### src/rtl/led_anim_sequencer.sv
// ---------------------------------------------------------------------------
// led_anim_sequencer
//
// Produces the step index for the 10-LED pattern decoder. Walks a segment
// [seg_lo..seg_hi] of the pattern table at a programmable rate in loop,
// one-shot or ping-pong mode, with start / stop / pause control pulses.
//
// Parameters
//   TICK_DIV  clock cycles per step at speed=0 (>= 8, multiple of 8)
//   STEP_W    width of the step index (table depth 2**STEP_W)
//
// Ports
//   clk     in   system clock
//   rst     in   asynchronous reset, active-high
//   start   in   pulse: latch mode/speed/segment, begin at seg_lo
//   stop    in   pulse: abort and return to IDLE
//   pause   in   pulse: toggle RUN <-> PAUSE
//   mode    in   00 loop, 01 one-shot, 10 ping-pong, 11 loop
//   speed   in   step period = TICK_DIV >> speed cycles
//   seg_lo  in   first step of segment
//   seg_hi  in   last step of segment
//   step    out  index to the pattern decoder
//   busy    out  high in RUN or PAUSE
//   dir     out  0 counting up, 1 counting down (ping-pong only)
//   done    out  pulse: one-shot segment finished
//   wrap    out  pulse: loop wrapped hi->lo, or ping-pong reversed
//   err     out  pulse: start rejected because seg_lo > seg_hi
// ---------------------------------------------------------------------------
module led_anim_sequencer #(
  parameter int TICK_DIV = 5_000_000,
  parameter int STEP_W   = 7
) (
  input  logic              clk,
  input  logic              rst,
  input  logic              start,
  input  logic              stop,
  input  logic              pause,
  input  logic [1:0]        mode,
  input  logic [1:0]        speed,
  input  logic [STEP_W-1:0] seg_lo,
  input  logic [STEP_W-1:0] seg_hi,
  output logic [STEP_W-1:0] step,
  output logic              busy,
  output logic              dir,
  output logic              done,
  output logic              wrap,
  output logic              err
);

  // Prescaler only has to hold 0..TICK_DIV-1.
  localparam int PW = $clog2(TICK_DIV);

  typedef enum logic [1:0] {
    IDLE  = 2'd0,
    RUN   = 2'd1,
    PAUSE = 2'd2,
    DONE  = 2'd3
  } state_t;

  localparam logic [1:0] MODE_ONESHOT  = 2'b01;
  localparam logic [1:0] MODE_PINGPONG = 2'b10;

  state_t            state_reg;
  logic [1:0]        mode_reg;
  logic [1:0]        speed_reg;
  logic [STEP_W-1:0] lo_reg;
  logic [STEP_W-1:0] hi_reg;
  logic [PW-1:0]     presc_reg;
  logic [PW-1:0]     period_last;

  // Terminal prescaler count (P-1) for the latched speed. TICK_DIV being a
  // multiple of 8 keeps P >= 1 even at speed=3.
  always_comb begin
    period_last = PW'((TICK_DIV >> speed_reg) - 1);
  end

  always_ff @(posedge clk or posedge rst) begin
    if (rst) begin
      state_reg <= IDLE;
      mode_reg  <= '0;
      speed_reg <= '0;
      lo_reg    <= '0;
      hi_reg    <= '0;
      presc_reg <= '0;
      step      <= '0;
      busy      <= 1'b0;
      dir       <= 1'b0;
      done      <= 1'b0;
      wrap      <= 1'b0;
      err       <= 1'b0;
    end else begin
      // Status pulses are high for exactly one cycle.
      done <= 1'b0;
      wrap <= 1'b0;
      err  <= 1'b0;

      if (stop) begin
        state_reg <= IDLE;
        step      <= '0;
        dir       <= 1'b0;
        presc_reg <= '0;
        busy      <= 1'b0;
      end else if (start) begin
        if (seg_lo > seg_hi) begin
          err       <= 1'b1;
          state_reg <= IDLE;
          step      <= '0;
          dir       <= 1'b0;
          presc_reg <= '0;
          busy      <= 1'b0;
        end else begin
          mode_reg  <= mode;
          speed_reg <= speed;
          lo_reg    <= seg_lo;
          hi_reg    <= seg_hi;
          step      <= seg_lo;
          dir       <= 1'b0;
          presc_reg <= '0;
          state_reg <= RUN;
          busy      <= 1'b1;
        end
      end else begin
        case (state_reg)
          RUN: begin
            if (pause) begin
              // Prescaler and step freeze where they are.
              state_reg <= PAUSE;
            end else if (presc_reg == period_last) begin
              presc_reg <= '0;
              case (mode_reg)
                MODE_ONESHOT: begin
                  if (step < hi_reg) begin
                    step <= step + STEP_W'(1);
                  end else begin
                    done      <= 1'b1;
                    state_reg <= DONE;
                    busy      <= 1'b0;
                  end
                end
                MODE_PINGPONG: begin
                  // A one-entry segment has nowhere to bounce: hold quietly.
                  if (lo_reg != hi_reg) begin
                    if (!dir) begin
                      if (step < hi_reg) begin
                        step <= step + STEP_W'(1);
                      end else begin
                        dir  <= 1'b1;
                        step <= hi_reg - STEP_W'(1);
                        wrap <= 1'b1;
                      end
                    end else begin
                      if (step > lo_reg) begin
                        step <= step - STEP_W'(1);
                      end else begin
                        dir  <= 1'b0;
                        step <= lo_reg + STEP_W'(1);
                        wrap <= 1'b1;
                      end
                    end
                  end
                end
                default: begin
                  if (step < hi_reg) begin
                    step <= step + STEP_W'(1);
                  end else begin
                    step <= lo_reg;
                    wrap <= 1'b1;
                  end
                end
              endcase
            end else begin
              presc_reg <= presc_reg + PW'(1);
            end
          end
          PAUSE: begin
            // Resume from the frozen prescaler value.
            if (pause) begin
              state_reg <= RUN;
            end
          end
          default: begin
            // IDLE and DONE wait for start or stop; pause is ignored.
          end
        endcase
      end
    end
  end

endmodule

### config.mk
export PLATFORM = sky130hd
export DESIGN_NAME = led_anim_sequencer
export DESIGN_NICKNAME = d
export VERILOG_FILES = /design/src/rtl/led_anim_sequencer.sv
export SDC_FILE = /design/constraint.sdc
export NUM_CORES = 1
export LEC_CHECK = 0
export ABC_AREA = 0
export BUFFER_PORTS_ARGS = -buffer_cell sky130_fd_sc_hd__buf_4
export CAP_MARGIN = 20
export CORE_UTILIZATION = 63
export CTS_BUF_LIST = sky130_fd_sc_hd__clkbuf_2 sky130_fd_sc_hd__clkbuf_4 sky130_fd_sc_hd__clkbuf_8
export CTS_CLUSTER_DIAMETER = 80
export DETAILED_ROUTE_END_ITERATION = 10
export MAX_ROUTING_LAYER = met4
export PLACE_DENSITY = 0.83
export SYNTH_ARGS = -nofsm -noshare
export SYNTH_HDL_FRONTEND = slang
export SYNTH_SLANG_ARGS = --single-unit
### constraint.sdc
create_clock -name clk -period 3.7 [get_ports clk]
set_input_delay 0.185 -clock clk [delete_from_list [all_inputs] [get_ports clk]]
set_output_delay 0.185 -clock clk [all_outputs]
set_load 0.1 [all_outputs]
## After elaboration in Yosys (flattened, before gate mapping)

Cells that the tools add are included.

| word-level totals | value |
|---|---|
| flip-flop bits (word level) | 55 |
| bits of input ports | 23 |
| word-level logic and storage cells | 113 |

| cells by class | value |
|---|---|
| add/subtract/negate cells | 6 |
| $lt $le $gt $ge | 3 |
| equality and inequality tests | 14 |
| shift operators | 1 |
| muxes and demuxes | 63 |
| bitwise gates (word level) | 2 |
| reduce and logical (&&, ||, !) cells | 12 |

Operators by type and width:

| cell | number |
|---|---|
| $mux W23 | 5 |
| $mux W7 | 12 |
| $mux W1 | 36 |
| $add A23 B1 Y23 const B | 1 |
| $eq A23 B23 Y1 | 1 |
| $shr A23 B2 Y23 const A | 1 |
| $sub A23 B2 Y23 const B | 1 |
| $reduce_and A5 Y1 | 4 |
| $reduce_bool A3 Y1 | 5 |
| $add A7 B1 Y7 const B | 2 |
| $gt A7 B7 Y1 | 2 |
| $mux W2 | 7 |
| $pmux W7 S2 | 1 |
| $sub A7 B1 Y7 const B | 2 |
| $ne A4 B4 Y1 const B | 3 |
| $ne A5 B5 Y1 const B | 2 |
| $lt A7 B7 Y1 | 1 |
| $ne A7 B7 Y1 | 1 |
| $ne A3 B3 Y1 const B | 2 |
| $ne A5 B4 Y1 const B | 1 |
| $eq A2 B1 Y1 const B | 2 |
| $eq A2 B2 Y1 const B | 2 |
| $pmux W2 S2 | 1 |
| $reduce_bool A4 Y1 | 1 |
| 4 further kinds | 5 |

## Depth between registers and ports, before layout

| depth | value |
|---|---|
| word-level depth | 10 |
| mapped depth | 13 |
| gate-level depth less buffers | 11 |

## Least setup slack after synthesis

No wires, ideal clock.

| timing | value |
|---|---|
| path type | register -> register |
| start point | reg step[0] |
| end point | reg step[5] |
| arrival time | 2993 ps |
| required time | 3632 ps |
| setup slack | 639 ps |
| cell stages (with the launch flop) | 11 |
| buffers on the path | 1 |
| cells stage by stage | dfrtp_1 > inv_1 > ha_1 > nand3_1 > or2_2 > o31ai_1 > clkbuf_1 > mux2i_1 > a2bb2oi_1 > a221oi_1 > o22a_1 |

| between the ends | value |
|---|---|
| longest elaborated chain between the ends | 10 |

RTL lines:

| element | RTL line | source |
|---|---|---|
| start, declared | 42 | `output logic [STEP_W-1:0] step,` |
| start signal, assigned | 116 | `step <= seg_lo;` |
| start signal, assigned | 133 | `step <= step + STEP_W'(1);` |
| start signal, assigned | 145 | `step <= step + STEP_W'(1);` |
| $add A7 B1 Y7, or another cell as far along | 133, 145, 164 |  |
| $mux W7, on equally long branches | 144, 152 |  |
| $mux W7 | 143 | `if (!dir) begin` |
| $mux W7 | 142 | `if (lo_reg != hi_reg) begin` |
| $pmux W7 S2 | 130 | `case (mode_reg)` |
| $mux W7 | 128 | `end else if (presc_reg == period_last) begin` |
| $mux W7 | 125 | `if (pause) begin` |
| $mux W7 | 123 | `case (state_reg)` |
| $mux W7 | 103 | `end else if (start) begin` |
| $mux W7 | 97 | `if (stop) begin` |

Several ways; a longest one is shown, not always the timed one. The select of a mux whose other input is x is not followed.
A chain may end at the register's enable or synchronous reset.

## Worst setup path after layout

| timing | value |
|---|---|
| start point | reg speed_reg[0] |
| end point | reg state_reg[1] |

| between the ends | value |
|---|---|
| longest elaborated chain between the ends | 5 |

RTL lines:

| element | RTL line | source |
|---|---|---|
| start, declared | 65 | `logic [1:0] speed_reg;` |
| start signal, assigned | 113 | `speed_reg <= speed;` |
| $shr A23 B2 Y23 | 74 | `period_last = PW'((TICK_DIV >> speed_reg) - 1);` |
| $sub A23 B2 Y23 | 74 |  |
| $eq A23 B23 Y1 | 128 |  |
| $ne A5 B5 Y1 (no source line) | - |  |
| $reduce_and A5 Y1 (no source line) | - |  |
| end signal, assigned | 79 | `state_reg <= IDLE;` |
| end signal, assigned | 127 | `state_reg <= PAUSE;` |
| end signal, assigned | 136 | `state_reg <= DONE;` |
| end, declared | 63 | `state_t state_reg;` |

No other way between the ends.

==> results.ini <==
[run_status]
status = finished, violations left
violations = design-rule violations

[pwr]
switching_power_mw = 0.993
sw_frac_of_total_pct = 44.2
powerDensity_nw_per_um2 = 477
p_total_mw = 2.25
pwr-share-clk_pct = 16.6
power_frac_seq_pct = 35.5
internal_power_mw = 1.25
combPwrFrac_pct = 47.9
ir_drop_v = 0.000263
leakage_nw = 2.17

[clock_network]
numCtsBuffers = 5
cts_tree = built
clk_latency_ns = 0.31
cts_buffer_depth = 2
root_buffer = clkbuf_8
cts.sinks = 55
cts.repair.resized = 0
clkSlewWorstSetupHoldPaths_ns = 0.11
htree_levels = 2

[layout]
fill_cells = 499
finalNonFillerCells = 600
drive_gt1_share_pct = 13.8
area_growth_pct = 10.5
largest_reg_flops = 23
diodes = 0
nNetsFinal = 582

[synthesis]
synthCells = 492
synthesis.nets = 552
ys.flop_type = dfrtp_1
ys_types = 52
ys_warn_count = 0
synth_area_sq_um = 4260
async_reset_ff_share_pct = 100
syn_area_per_cell_sq_um = 8.65
ys_seq_area_share_pct = 32.3
synth_edf_count = 0
ys_seq_elements = 55

[drt]
wirelength_um = 10700
vias_per_cell = 6.39
dr_total_vias = 3834
dr.first_iter.drc_count = 253
drt-pass1-iter-count = 8
final_antenna_net_count = 0
drc = 5
wl_per_cell_um = 17.9

[grt]
grt_usage_pct = 32.9
grt_pass1_vias = 3718
antenna_found_initial = 0
overflow = 0
grt_start_max_net_pins = 56
grt_pass1_wl_um = 17800

[worst_setup_path]
crit_path_start_kind = register
path_cells = inv_1 -> ha_1 -> inv_1 -> ha_1 -> xor2_1 -> nand4_1 -> a2111o_1 -> nor3_1 -> a21boi_0 -> o31ai_1 -> mux2_2
slowest_stage = dfrtp_1
crit_buf_inv = 2
crit_type = reg2reg
cp-end-kind = register
critPathMaxFanout = 6
critPathArrivalTime_ns = 3.54
required_ns = 3.91
slowest_delay_ns = 0.47
crit_family = compound AO/OA/AOI/OAI gates

[sta]
min_period_over_period_pct = 89.9
slew_headroom_pct = 47.4
min_period_ns = 3.33
fmax_mhz = 301
fin_skew_ns = 0.0119
slew_viol_final = 0
final.setup.tns_ns = 0
setup_slack_ns = 0.373
finalSetupViolations = 0
tightest_slew_ns = 0.782
rsz0062_at_grt = no
hold_viol_final = 0

[floorplan]
die_area_sq_um = 7090
die_w_um = 84.2
top_level_ports = 35
start_util_pct = 66.3
core_sq_um = 6420
die_y_um = 84.2
num_rows = 29

[job]
drv_cap = 0

[worst_hold_path]
holdCritPathClass = in2async

[place]
place.gp.congestion = 0.934
pre_cts_ws_ns = 0.271
place.port_buffers = 34
post-place-cells = 590
place_hpwl_um = 8170

==> timing repair <==
| action | in CTS | in global routing |
|---|---|---|
| buffers inserted | 0 | 2 |
| hold buffers | 0 | 0 |
| setup endpoints to repair | 0 | 2 |
==> area by class of cell <==
| class | count | area [sq um] | area share (%) |
|---|---|---|---|
| Clock inverter | 2 | 20.0 | 0.426 |
| Tap cell | 77 | 96.3 | 2.05 |
| Sequential cell | 55 | 1380 | 29.3 |
| Inverter | 41 | 154 | 3.27 |
| Multi-Input combinational cell | 375 | 2630 | 56.0 |
| Timing Repair Buffer | 44 | 343 | 7.29 |
| Clock buffer | 6 | 82.6 | 1.76 |
==> cell usage after synthesis (6+ instances only) <==
cell type / count / area (sq um)
nand2_1: 36 / 135
dfrtp_1: 55 / 1380
o21ai_0: 24 / 120
and3_1: 6 / 37.5
buf_2: 6 / 30.0
clkbuf_1: 14 / 52.6
a21oi_1: 19 / 95.1
nor2_1: 54 / 203
mux2_2: 12 / 135
nand4_1: 9 / 56.3
nor3_1: 14 / 70.1
o211ai_1: 6 / 45.0
ha_1: 37 / 463
inv_1: 41 / 154
mux2i_1: 8 / 80.1
nand3_1: 21 / 105
xor2_1: 23 / 201
xnor2_1: 31 / 272
==> cells in the final DEF, fill, tap and decap left out, drive strengths merged, types with 4 or more instances in the layout <==
| master | instances |
|---|---|
| a211oi | 9 |
| a21oi | 19 |
| and2 | 5 |
| and3 | 6 |
| buf | 44 |
| clkbuf | 6 |
| dfrtp | 55 |
| ha | 37 |
| inv | 42 |
| mux2 | 12 |
| mux2i | 8 |
| nand2 | 36 |
| nand2b | 5 |
| nand3 | 21 |
| nand4 | 9 |
| nor2 | 54 |
| nor2b | 4 |
| nor3 | 14 |
| o211ai | 6 |
| o21ai | 24 |
| o31ai | 4 |
| xnor2 | 31 |
| xor2 | 23 |
==> worst reg2reg max path: cells and delay by family (launching register included) <==
kind / cells / cell delay, ns
and+or+nand+nor: 2 / 0.54
buffers and inverters: 2 / 0.22
muxes: 1 / 0.38
DFF: 1 / 0.47
xor gates and xnor gates: 1 / 0.15
AOI/OAI and AO/OA: 3 / 0.96
adders and majority gates: 2 / 0.50
==> metrics by stage <==
stage	hold WS, ns	cell area [sq um]	util [%]
after floorplan	0.336	4260	-
after global placement	0.415	4570	71.2
after detailed placement	0.422	4570	71.2
after CTS	0.0801	4680	72.8
after global routing	0.0896	4700	73.3
final	0.0406	4700	73.3
==> power groups by stage <==
stage	Sequential [mW]	Combinational, mW	Clock, mW
floorplan	0.853	0.726	0
global placement	0.796	1.03	0
detailed placement	0.804	1.05	0
CTS	0.793	1.06	0.377
global route	0.807	1.18	0.399
finish	0.797	1.08	0.373
==> final timing paths <==
path | endpoint | cells past startpoint | slack, ns | start
max in group asynchronous | presc_reg[21]$_DFFE_PP0P_ | 3 | 3.18 | rst
worst max-delay path | state_reg[1]$_DFFE_PP0P_ | 11 | 0.37 | speed_reg[0]$_DFFE_PP0P_
worst min register to register | state_reg[1]$_DFFE_PP0P_ | 1 | 0.56 | state_reg[1]$_DFFE_PP0P_
worst max register to register | state_reg[1]$_DFFE_PP0P_ | 11 | 0.37 | speed_reg[0]$_DFFE_PP0P_
min in group clk | mode_reg[1]$_DFFE_PP0P_ | 2 | 0.11 | mode[1]
worst min-delay path | presc_reg[3]$_DFFE_PP0P_ | 3 | 0.04 | rst
==> cells by family (layout without fill, tap and decap cells) <==
kind of cell | after synthesis | count (layout) | share of synthesized area (%)
buf+inv | 62 | 93 | 5.82
fa+ha+maj | 37 | 37 | 10.9
xor+xnor | 54 | 54 | 11.1
compound gates | 92 | 92 | 15.2
simple gates | 172 | 172 | 19.6
flops | 55 | 55 | 32.3
mux | 20 | 20 | 5.06
==> routing by layer <==
| layer | wire length (um) | vias to the layer above | track usage (%) |
|---|---|---|---|
| li1 | - | 1775 | - |
| met2 | 4880 | 181 | 50.8 |
| met1 | 4880 | 1860 | 45.8 |
| met4 | 147 | 0 | 7.05 |
| met5 | 0 | - | - |
| met3 | 815 | 18 | 5.70 |
(Power assumes the default switching activity.)
